===== config.mk =====
export PLATFORM = sky130hd
export DESIGN_NAME = char_terminal_ctrl
export DESIGN_NICKNAME = d
export VERILOG_FILES = /design/src/rtl/char_terminal_ctrl.sv
export SDC_FILE = /design/constraint.sdc
export NUM_CORES = 1
export LEC_CHECK = 0
export ABC_AREA = 1
export BUFFER_PORTS_ARGS = -buffer_cell sky130_fd_sc_hd__buf_2
export CAP_MARGIN = 20
export CORE_UTILIZATION = 61
export DETAILED_ROUTE_END_ITERATION = 16
export GPL_TIMING_DRIVEN = 0
export PLACE_DENSITY = 0.86
export SYNTH_ARGS = -nofsm -noshare
export SYNTH_HDL_FRONTEND = slang
export SYNTH_SLANG_ARGS = --single-unit

===== constraint.sdc =====
create_clock -name clk_25M -period 4.8 [get_ports clk_25M]
set_input_delay 0.48 -clock clk_25M [delete_from_list [all_inputs] [get_ports clk_25M]]
set_output_delay 0.48 -clock clk_25M [all_outputs]
set_load 0.01 [all_outputs]

===== src/rtl/char_terminal_ctrl.sv =====
// Terminal write sequencer for the character buffer: cursor tracking, CR/LF/BS/FF, scroll and clear.
// Optional CHAR_TERM_CLEAR_ON_RESET_EN: clear the whole buffer once after reset release.
module char_terminal_ctrl #(
    parameter int unsigned COLS       = 80,
    parameter int unsigned ROWS       = 30,
    parameter logic [7:0]  BLANK_CHAR = 8'h20
) (
    input  logic       clk_25M,
    input  logic       rst_n,
    input  logic       in_valid,
    output logic       in_ready,
    input  logic [7:0] in_char,
    output logic       buf_wr_en,
    output logic [6:0] buf_wr_hchar,
    output logic [4:0] buf_wr_vchar,
    output logic [7:0] buf_wr_char,
    output logic [6:0] buf_rd_hchar,
    output logic [4:0] buf_rd_vchar,
    input  logic [7:0] buf_rd_char,
    output logic [6:0] cursor_hchar,
    output logic [4:0] cursor_vchar,
    output logic       busy
);

    localparam int unsigned CW = 7;
    localparam int unsigned RW = 5;
    localparam logic [CW-1:0] COL_MAX = CW'(COLS - 1);
    localparam logic [RW-1:0] ROW_MAX = RW'(ROWS - 1);

`ifdef CHAR_TERM_CLEAR_ON_RESET_EN
    localparam logic INIT_CLEAR = 1'b1;
`else
    localparam logic INIT_CLEAR = 1'b0;
`endif

    typedef enum logic [1:0] {IDLE, WRITE, SCROLL, CLEAR} state_t;

    state_t        state_q, state_d;
    logic [CW-1:0] col_q, col_d;
    logic [RW-1:0] row_q, row_d;
    logic          wr_en_q, wr_en_d;
    logic [CW-1:0] wr_h_q, wr_h_d;
    logic [RW-1:0] wr_v_q, wr_v_d;
    logic [7:0]    wr_c_q, wr_c_d;
    logic [CW-1:0] rd_h_q, rd_h_d;
    logic [RW-1:0] rd_v_q, rd_v_d;
    logic          rd_act_q, rd_act_d;
    logic          rd_vld_q, rd_vld_d;
    logic [CW-1:0] ptr_h_q, ptr_h_d;
    logic [RW-1:0] ptr_v_q, ptr_v_d;
    logic          busy_q, busy_d;
    logic          in_ready_q, in_ready_d;
    logic          init_q, init_d;

    logic xfer;
    logic start_scroll;
    logic ptr_adv;
    logic ptr_last;

    assign xfer     = in_valid & in_ready_q;
    assign ptr_last = (ptr_h_q == COL_MAX) && (ptr_v_q == ROW_MAX);

    // Next-state and registered-output logic
    always_comb begin
        state_d      = state_q;
        col_d        = col_q;
        row_d        = row_q;
        wr_en_d      = 1'b0;
        wr_h_d       = wr_h_q;
        wr_v_d       = wr_v_q;
        wr_c_d       = wr_c_q;
        rd_h_d       = rd_h_q;
        rd_v_d       = rd_v_q;
        rd_act_d     = rd_act_q;
        rd_vld_d     = 1'b0;
        ptr_h_d      = ptr_h_q;
        ptr_v_d      = ptr_v_q;
        init_d       = init_q;
        start_scroll = 1'b0;
        ptr_adv      = 1'b0;

        case (state_q)
            IDLE: begin
                if (init_q) begin
                    init_d  = 1'b0;
                    state_d = CLEAR;
                end else if (xfer) begin
                    if (in_char >= 8'h20 && in_char <= 8'h7E) begin
                        wr_en_d = 1'b1;
                        wr_h_d  = col_q;
                        wr_v_d  = row_q;
                        wr_c_d  = in_char;
                        state_d = WRITE;
                    end else begin
                        case (in_char)
                            8'h0D: col_d = '0;
                            8'h0A: begin
                                col_d = '0;
                                if (row_q < ROW_MAX) row_d = row_q + RW'(1);
                                else                 start_scroll = 1'b1;
                            end
                            8'h08: if (col_q != '0) col_d = col_q - CW'(1);
                            8'h0C: begin
                                col_d   = '0;
                                row_d   = '0;
                                state_d = CLEAR;
                            end
                            default: ;
                        endcase
                    end
                end
            end
            WRITE: begin
                state_d = IDLE;
                if (col_q < COL_MAX) begin
                    col_d = col_q + CW'(1);
                end else begin
                    col_d = '0;
                    if (row_q < ROW_MAX) row_d = row_q + RW'(1);
                    else                 start_scroll = 1'b1;
                end
            end
            SCROLL: begin
                // Read side runs one cycle ahead of the write side
                if (rd_act_q) begin
                    rd_vld_d = 1'b1;
                    if (rd_h_q == COL_MAX) begin
                        rd_h_d = '0;
                        if (rd_v_q == ROW_MAX) begin
                            rd_v_d   = '0;
                            rd_act_d = 1'b0;
                        end else begin
                            rd_v_d = rd_v_q + RW'(1);
                        end
                    end else begin
                        rd_h_d = rd_h_q + CW'(1);
                    end
                end
                if (rd_vld_q) begin
                    wr_en_d = 1'b1;
                    wr_h_d  = ptr_h_q;
                    wr_v_d  = ptr_v_q;
                    wr_c_d  = buf_rd_char;
                    ptr_adv = 1'b1;
                end else if (ptr_v_q == ROW_MAX) begin
                    wr_en_d = 1'b1;
                    wr_h_d  = ptr_h_q;
                    wr_v_d  = ptr_v_q;
                    wr_c_d  = BLANK_CHAR;
                    ptr_adv = 1'b1;
                    if (ptr_last) state_d = IDLE;
                end
            end
            CLEAR: begin
                wr_en_d = 1'b1;
                wr_h_d  = ptr_h_q;
                wr_v_d  = ptr_v_q;
                wr_c_d  = BLANK_CHAR;
                ptr_adv = 1'b1;
                if (ptr_last) state_d = IDLE;
            end
            default: state_d = IDLE;
        endcase

        if (start_scroll) begin
            state_d  = SCROLL;
            rd_h_d   = '0;
            rd_v_d   = RW'(1);
            rd_act_d = 1'b1;
        end

        // Shared row-major cell pointer for scroll writes and clear
        if (ptr_adv) begin
            if (ptr_h_q == COL_MAX) begin
                ptr_h_d = '0;
                ptr_v_d = (ptr_v_q == ROW_MAX) ? '0 : ptr_v_q + RW'(1);
            end else begin
                ptr_h_d = ptr_h_q + CW'(1);
            end
        end

        busy_d     = (state_d != IDLE);
        in_ready_d = (state_d == IDLE) && !init_d;
    end

    always_ff @(posedge clk_25M or negedge rst_n) begin
        if (!rst_n) begin
            state_q    <= IDLE;
            col_q      <= '0;
            row_q      <= '0;
            wr_en_q    <= 1'b0;
            wr_h_q     <= '0;
            wr_v_q     <= '0;
            wr_c_q     <= '0;
            rd_h_q     <= '0;
            rd_v_q     <= '0;
            rd_act_q   <= 1'b0;
            rd_vld_q   <= 1'b0;
            ptr_h_q    <= '0;
            ptr_v_q    <= '0;
            busy_q     <= 1'b0;
            in_ready_q <= !INIT_CLEAR;
            init_q     <= INIT_CLEAR;
        end else begin
            state_q    <= state_d;
            col_q      <= col_d;
            row_q      <= row_d;
            wr_en_q    <= wr_en_d;
            wr_h_q     <= wr_h_d;
            wr_v_q     <= wr_v_d;
            wr_c_q     <= wr_c_d;
            rd_h_q     <= rd_h_d;
            rd_v_q     <= rd_v_d;
            rd_act_q   <= rd_act_d;
            rd_vld_q   <= rd_vld_d;
            ptr_h_q    <= ptr_h_d;
            ptr_v_q    <= ptr_v_d;
            busy_q     <= busy_d;
            in_ready_q <= in_ready_d;
            init_q     <= init_d;
        end
    end

    assign in_ready     = in_ready_q;
    assign buf_wr_en    = wr_en_q;
    assign buf_wr_hchar = wr_h_q;
    assign buf_wr_vchar = wr_v_q;
    assign buf_wr_char  = wr_c_q;
    assign buf_rd_hchar = rd_h_q;
    assign buf_rd_vchar = rd_v_q;
    assign cursor_hchar = col_q;
    assign cursor_vchar = row_q;
    assign busy         = busy_q;

endmodule

# After elaboration in Yosys (flattened, before gate mapping)
# Index checks and enable logic that the tools add are counted.
[op_classes]
n_addsub = 7
mul = 0
div = 0
magnitude_cmp = 4
eq_ne = 20
shift = 0
n_mux = 74
bitwise_logic = 1
n_reduce_logical = 20
[ops]
columns = ["operator", "count"]
rows = [
  ["$mux W7", 15],
  ["$mux W5", 16],
  ["$mux W8", 5],
  ["$eq A8 B4 Y1 const B", 4],
  ["$pmux W7 S2", 2],
  ["$pmux W8 S3", 1],
  ["$add A7 B1 Y7 const B", 3],
  ["$pmux W7 S3", 1],
  ["$pmux W5 S2", 2],
  ["$mux W1", 19],
  ["$mux W2", 8],
  ["$add A5 B1 Y5 const B", 3],
  ["$pmux W5 S3", 1],
  ["$eq A7 B7 Y1 const B", 2],
  ["$reduce_and A6 Y1", 2],
  ["$eq A5 B5 Y1 const B", 2],
  ["$ne A2 B2 Y1 const B", 5],
  ["$reduce_bool A2 Y1", 5],
  ["$ge A8 B6 Y1 const B", 1],
  ["$le A8 B7 Y1 const B", 1],
  ["$pmux W2 S4", 1],
  ["$lt A7 B7 Y1 const B", 1],
  ["$reduce_bool A7 Y1", 1],
  ["$sub A7 B1 Y7 const B", 1],
  ["other kinds (17)", 24],
]
[totals]
regBits = 64
latch_bits = 0
mem_bits_rw = 0
romBits = 0
in_bits = 19
memories = 0

# Logic depth before layout (Yosys ltp)
[logic_depth]
word_depth = 10
mapped_depth = 11
depth_no_buf = 11

# Worst setup path before layout
# Ideal clock, no wire load.
[synth_timing]
path_type = "reg2reg"
startpoint = "register col_q[0], in the netlist cursor_hchar[0]"
endpoint = "register col_q[4], in the netlist cursor_hchar[4]"
arrival_ps = 1424
required_ps = 4683
path_slack_ps = 3260
stages_incl_launch_ff = 8
n_path_buf = 0
synth_period_minus_slack_ps = 1540
cell_sequence = "dfrtp_1 inv_1 ha_1 nor3b_1 xor2_1 o22ai_1 nand2_1 nand2_1"
[synth_between]
elab_chain_cells = 7
elab_cells_between_ends = 13
cone_classes = "add/sub (2); order compare (1); eq/ne (1); mux (7); reduce/logical (2)"
[synth_rtl]
columns = ["element", "line", "text"]
rows = [
  ["start, declared", "39", "logic [CW-1:0] col_q, col_d;"],
  ["start signal, assigned", "206", "col_q <= col_d;"],
  ["$sub A7 B1 Y7", "102", "8'h08: if (col_q != '0) col_d = col_q - CW'(1);"],
  ["$mux W7", "102", ""],
  ["$pmux W7 S2", "95", "case (in_char)"],
  ["$mux W7", "88", "if (in_char >= 8'h20 && in_char <= 8'h7E) begin"],
  ["$mux W7", "87", "end else if (xfer) begin"],
  ["$mux W7", "84", "if (init_q) begin"],
  ["$pmux W7 S2", "82", "case (state_q)"],
]
# Several ways; a longest one is shown, not always the timed one. The select of a mux whose other input is x is not followed.
# A chain may end at the register's enable or synchronous reset.

# Worst setup path after layout
[layout_timing]
startpoint = "register rd_h_q[0], in the netlist buf_rd_hchar[0]"
endpoint = "register rd_h_q[3], in the netlist buf_rd_hchar[3]"
[layout_between]
elab_chain_cells = 5
elab_cells_between_ends = 6
cone_classes = "add/sub (1); eq/ne (1); mux (4)"
[layout_rtl]
columns = ["element", "line", "text"]
rows = [
  ["start, declared", "45", "logic [CW-1:0] rd_h_q, rd_h_d;"],
  ["start signal, assigned", "212", "rd_h_q <= rd_h_d;"],
  ["$add A7 B1 Y7 / $eq A7 B7 Y1 (equally long branches)", "136, 127", ""],
  ["$mux W7 (*)", "127", "if (rd_h_q == COL_MAX) begin"],
  ["$mux W7 (*)", "125", "if (rd_act_q) begin"],
  ["$mux W7 (*)", "82", ""],
  ["$mux W7 (*)", "165", "if (start_scroll) begin"],
]
# Every way passes the cells marked *; elsewhere a longest branch is shown, timed or not. The select of a mux whose other input is x is not followed.

==> metrics.txt <==
# TYPE chip_impl_metric gauge
chip_impl_info{name="status",value="finished, final reports clean"} 1
chip_impl_metric{name="reg2regPathDepth",unit=""} 8
chip_impl_metric{name="aggregate_routed_wire_length",unit="microns"} 9280
chip_impl_metric{name="transition_time_at_the_pin_with_the_least_slew_margin",unit="ps"} 805
chip_impl_info{name="timing.hold.worst.class",value="in -> async"} 1
chip_impl_metric{name="synthesis.nets",unit=""} 520
chip_impl_metric{name="floorplan.initialDensity",unit="%"} 63.8
chip_impl_metric{name="netlist_area",unit="sq um"} 3800
chip_impl_info{name="cts_tree",value="yes"} 1
chip_impl_metric{name="wl_per_cell",unit="microns"} 14.4
chip_impl_metric{name="first_global_vias",unit=""} 3490
chip_impl_metric{name="cts.repair_timing.setup_buffer_count",unit=""} 0
chip_impl_info{name="timing.rr.start",value="buf_rd_hchar[0]"} 1
chip_impl_metric{name="globalRoute.totalOverflow",unit=""} 0
chip_impl_metric{name="r2r_slack",unit="ps"} 2950
chip_impl_metric{name="synth-warning-count",unit=""} 0
chip_impl_metric{name="arrival",unit="ps"} 2070
chip_impl_metric{name="postPlaceCellArea",unit="sq um"} 4220
chip_impl_info{name="maxUsedRoutingLayer",value="met4"} 1
chip_impl_info{name="crit_end_element",value="register"} 1
chip_impl_metric{name="synth-edff-count",unit=""} 0
chip_impl_metric{name="synthDistinctLibCells",unit=""} 40
chip_impl_info{name="critPathSlowestCell",value="sky130_fd_sc_hd__dfrtp_1"} 1
chip_impl_metric{name="core_area",unit="sq um"} 5960
chip_impl_metric{name="power.density",unit="nW/um^2"} 236
chip_impl_metric{name="ios",unit=""} 66
chip_impl_metric{name="dp_hpwl",unit="microns"} 6620
chip_impl_metric{name="postSynth.asyncResetShare",unit="%"} 100
chip_impl_metric{name="antenna_found_initial",unit=""} 0
chip_impl_metric{name="cts_hold_buffers",unit=""} 0
chip_impl_metric{name="ctsLongestPathBuffers",unit=""} 2
chip_impl_metric{name="die_area",unit="sq um"} 6550
chip_impl_metric{name="port_buffers",unit=""} 65
chip_impl_metric{name="max_stage_delay",unit="ps"} 410
chip_impl_metric{name="gpl.final_weighted_congestion",unit=""} 0.897
chip_impl_metric{name="routed-wl-met3",unit="microns"} 492
chip_impl_metric{name="area_delta_synth_final",unit="%"} 16.0
chip_impl_metric{name="final.min_clock_period",unit="ps"} 1850
chip_impl_metric{name="leakagePower",unit="nW"} 2.29
chip_impl_metric{name="seq_area",unit="sq um"} 1600
chip_impl_metric{name="max_freq",unit="GHz"} 0.542
chip_impl_metric{name="finalClockSkew",unit="ps"} 9.41
chip_impl_metric{name="timing.final.max_slew_violations",unit=""} 0
chip_impl_metric{name="seq_area_frac_synth",unit="%"} 42.2
chip_impl_info{name="worst-setup-path-type",value="reg -> reg"} 1
chip_impl_metric{name="timing_hold_violations_final",unit=""} 0
chip_impl_info{name="ys.flop_type",value="sky130_fd_sc_hd__dfrtp_1"} 1
chip_impl_metric{name="route.met2.wl",unit="microns"} 4600
chip_impl_metric{name="slew_headroom",unit="%"} 46.4
chip_impl_metric{name="insertion_delay",unit="ps"} 350
chip_impl_metric{name="first_pass_grt_wire_length",unit="microns"} 15400
chip_impl_metric{name="detail_route.first_pass.iterations",unit=""} 5
chip_impl_metric{name="fin_area",unit="sq um"} 4410
chip_impl_metric{name="avgSynthCellArea",unit="sq um"} 7.74
chip_impl_metric{name="finalSetupTns",unit="ps"} 0
chip_impl_metric{name="detailedRoute.firstIterationViolations",unit=""} 228
chip_impl_metric{name="layout_worst_path_cycle_share",unit="%"} 38.4
chip_impl_info{name="unrepaired_setup_endpoints_after_global_routing",value="no"} 1
chip_impl_metric{name="route.detailed.drc",unit=""} 0
chip_impl_info{name="rr_endpoint",value="buf_rd_hchar[3]"} 1
chip_impl_metric{name="layout.nets",unit=""} 596
chip_impl_metric{name="postCtsResizedCells",unit=""} 0
chip_impl_metric{name="rows",unit=""} 28
chip_impl_metric{name="die_w",unit="microns"} 80.9
chip_impl_info{name="most-common-layout-cells",value="sky130_fd_sc_hd__nand2_1, sky130_fd_sc_hd__buf_2, sky130_fd_sc_hd__nor2_1, sky130_fd_sc_hd__dfrtp_1, sky130_fd_sc_hd__nand3_1"} 1
chip_impl_metric{name="cts.clk_slew.worst_paths",unit="ps"} 70
chip_impl_metric{name="cts_max_level",unit=""} 3
chip_impl_metric{name="chipHeight",unit="microns"} 80.9
chip_impl_metric{name="fin_total_pwr",unit="mW"} 1.04
chip_impl_metric{name="multi_input_area",unit="sq um"} 1920
chip_impl_metric{name="detailroute.via_count",unit=""} 3561
chip_impl_metric{name="drt-vias-per-instance",unit=""} 5.51
chip_impl_metric{name="vdd_ir_drop_max",unit="mV"} 0.197
chip_impl_metric{name="grt_start_max_net_pins",unit=""} 65
chip_impl_metric{name="detail_route.wirelength.met1",unit="microns"} 3930
chip_impl_metric{name="maxCapViolCount",unit=""} 0
chip_impl_metric{name="cp.required",unit="ps"} 5020
chip_impl_metric{name="post_route_cells_drive_above_1_share",unit="%"} 20.7
chip_impl_metric{name="syn-instance-count",unit=""} 491
chip_impl_metric{name="fillers",unit=""} 463
chip_impl_metric{name="detail-route-antenna-nets",unit=""} 0
chip_impl_metric{name="cts.sink_count",unit=""} 64
chip_impl_metric{name="setup_viol",unit=""} 0
chip_impl_metric{name="antenna-diode-count",unit=""} 0
chip_impl_info{name="timing.critical_path.from_type",value="register"} 1
chip_impl_metric{name="postSynthRegisterBits",unit=""} 64
chip_impl_info{name="clock_tree.root_cell",value="sky130_fd_sc_hd__clkbuf_8"} 1
chip_impl_metric{name="grt_use_total",unit="%"} 30.9
chip_impl_metric{name="critPathMaxFanout",unit=""} 8
chip_impl_info{name="crit_path_cell_trace",value="ha_1, inv_1, nor2_1, nand3_1, inv_1, nor3b_1, nand3_1, o21ai_0"} 1
chip_impl_metric{name="tritoncts.num_buffers",unit=""} 9
chip_impl_info{name="mostFrequentLayoutCell",value="sky130_fd_sc_hd__nand2_1"} 1
## final cells by class
class | instances | share of cell area, %
Multi-Input combinational cell | 364 | 43.5
Sequential cell | 64 | 36.3
Timing Repair Buffer | 65 | 7.43
Inverter | 49 | 4.23
Clock buffer | 12 | 3.29
Buffer | 14 | 2.13
Tap cell | 75 | 2.13
Clock inverter | 3 | 0.965
## kinds of logic after synthesis
group	synth area share, %
AND/OR/NAND/NOR	29.3
AO/OA/AOI/OAI	12.7
flip-flops	42.2
buffers and inverters	7.37
XOR/XNOR	4.61
adder cells (fa/ha/maj)	3.29
multiplexers	0.527
## power by group
part / switching (mW) / internal [mW] / leakage (nW)
combinational: 0.0245 / 0.0130 / 1.45
clock: 0.209 / 0.251 / 0.0925
sequential: 0.00179 / 0.543 / 0.747
## synth_stat cells, drive strengths merged, types with 4 or more instances
cell | n | share of area [%]
o21ai | 33 | 4.7
xnor2 | 7 | 1.6
nand2 | 121 | 13
nor2 | 69 | 7.6
o211ai | 5 | 0.99
a21oi | 29 | 4.3
clkbuf | 4 | 0.46
a22oi | 6 | 1.2
ha | 10 | 3.3
buf | 10 | 2.0
nand3 | 45 | 6.1
nand4 | 11 | 2.0
inv | 49 | 4.9
dfrtp | 63 | 41
xor2 | 13 | 3.0
## metal layers
layer / track usage [%] / up-vias
li1: - / 1758
met1: 36.9 / 1657
met2: 52.4 / 119
met3: 5.73 / 27
met4: 16.8 / 0
met5: 0 / -
## worst max path at each step
stage	from	endpoint
2_1_floorplan	cursor_hchar[0]	cursor_hchar[4]
3_3_place_gp	rst_n	cursor_vchar[4]
3_5_place_dp	in_char[4]	cursor_vchar[3]
4_1_cts	buf_rd_hchar[0]	buf_rd_hchar[3]
5_1_grt	buf_rd_hchar[0]	buf_rd_hchar[3]
6_report	buf_rd_hchar[0]	buf_rd_hchar[3]
## stage by stage
| stage | utilization (%) | worst slack (ps) | hold slack, ps | instances |
|---|---|---|---|---|
| 2_1_floorplan | - | 3260 | 184 | 491 |
| 3_3_place_gp | 70.9 | 3020 | 468 | 631 |
| 3_5_place_dp | 70.9 | 2980 | 475 | 631 |
| 4_1_cts | 74.1 | 2950 | 256 | 646 |
| 5_1_grt | 74.1 | 2780 | 308 | 646 |
| 6_report | 74.1 | 2950 | 215 | 646 |
## registers in the layout, summed over array words and instances (netlist names)
register      count
ptr_h_q           7
busy              1
buf_rd_hchar      7
rd_act_q          1
buf_wr_hchar      7
buf_rd_vchar      5
cursor_hchar      7
state_q           2
rd_vld_q          1
cursor_vchar      5
buf_wr_char       8
buf_wr_en         1
init_q            1
ptr_v_q           5
in_ready          1
buf_wr_vchar      5
## critical path: cells and delay by family, from the launching register on
family                   cells  cell delay, ps
buffers and inverters        2             370
adder cells (fa/ha/maj)      1             170
flip-flops                   1             410
AO/OA/AOI/OAI                1              90
AND/OR/NAND/NOR              4             680
(Power assumes the default switching activity.)
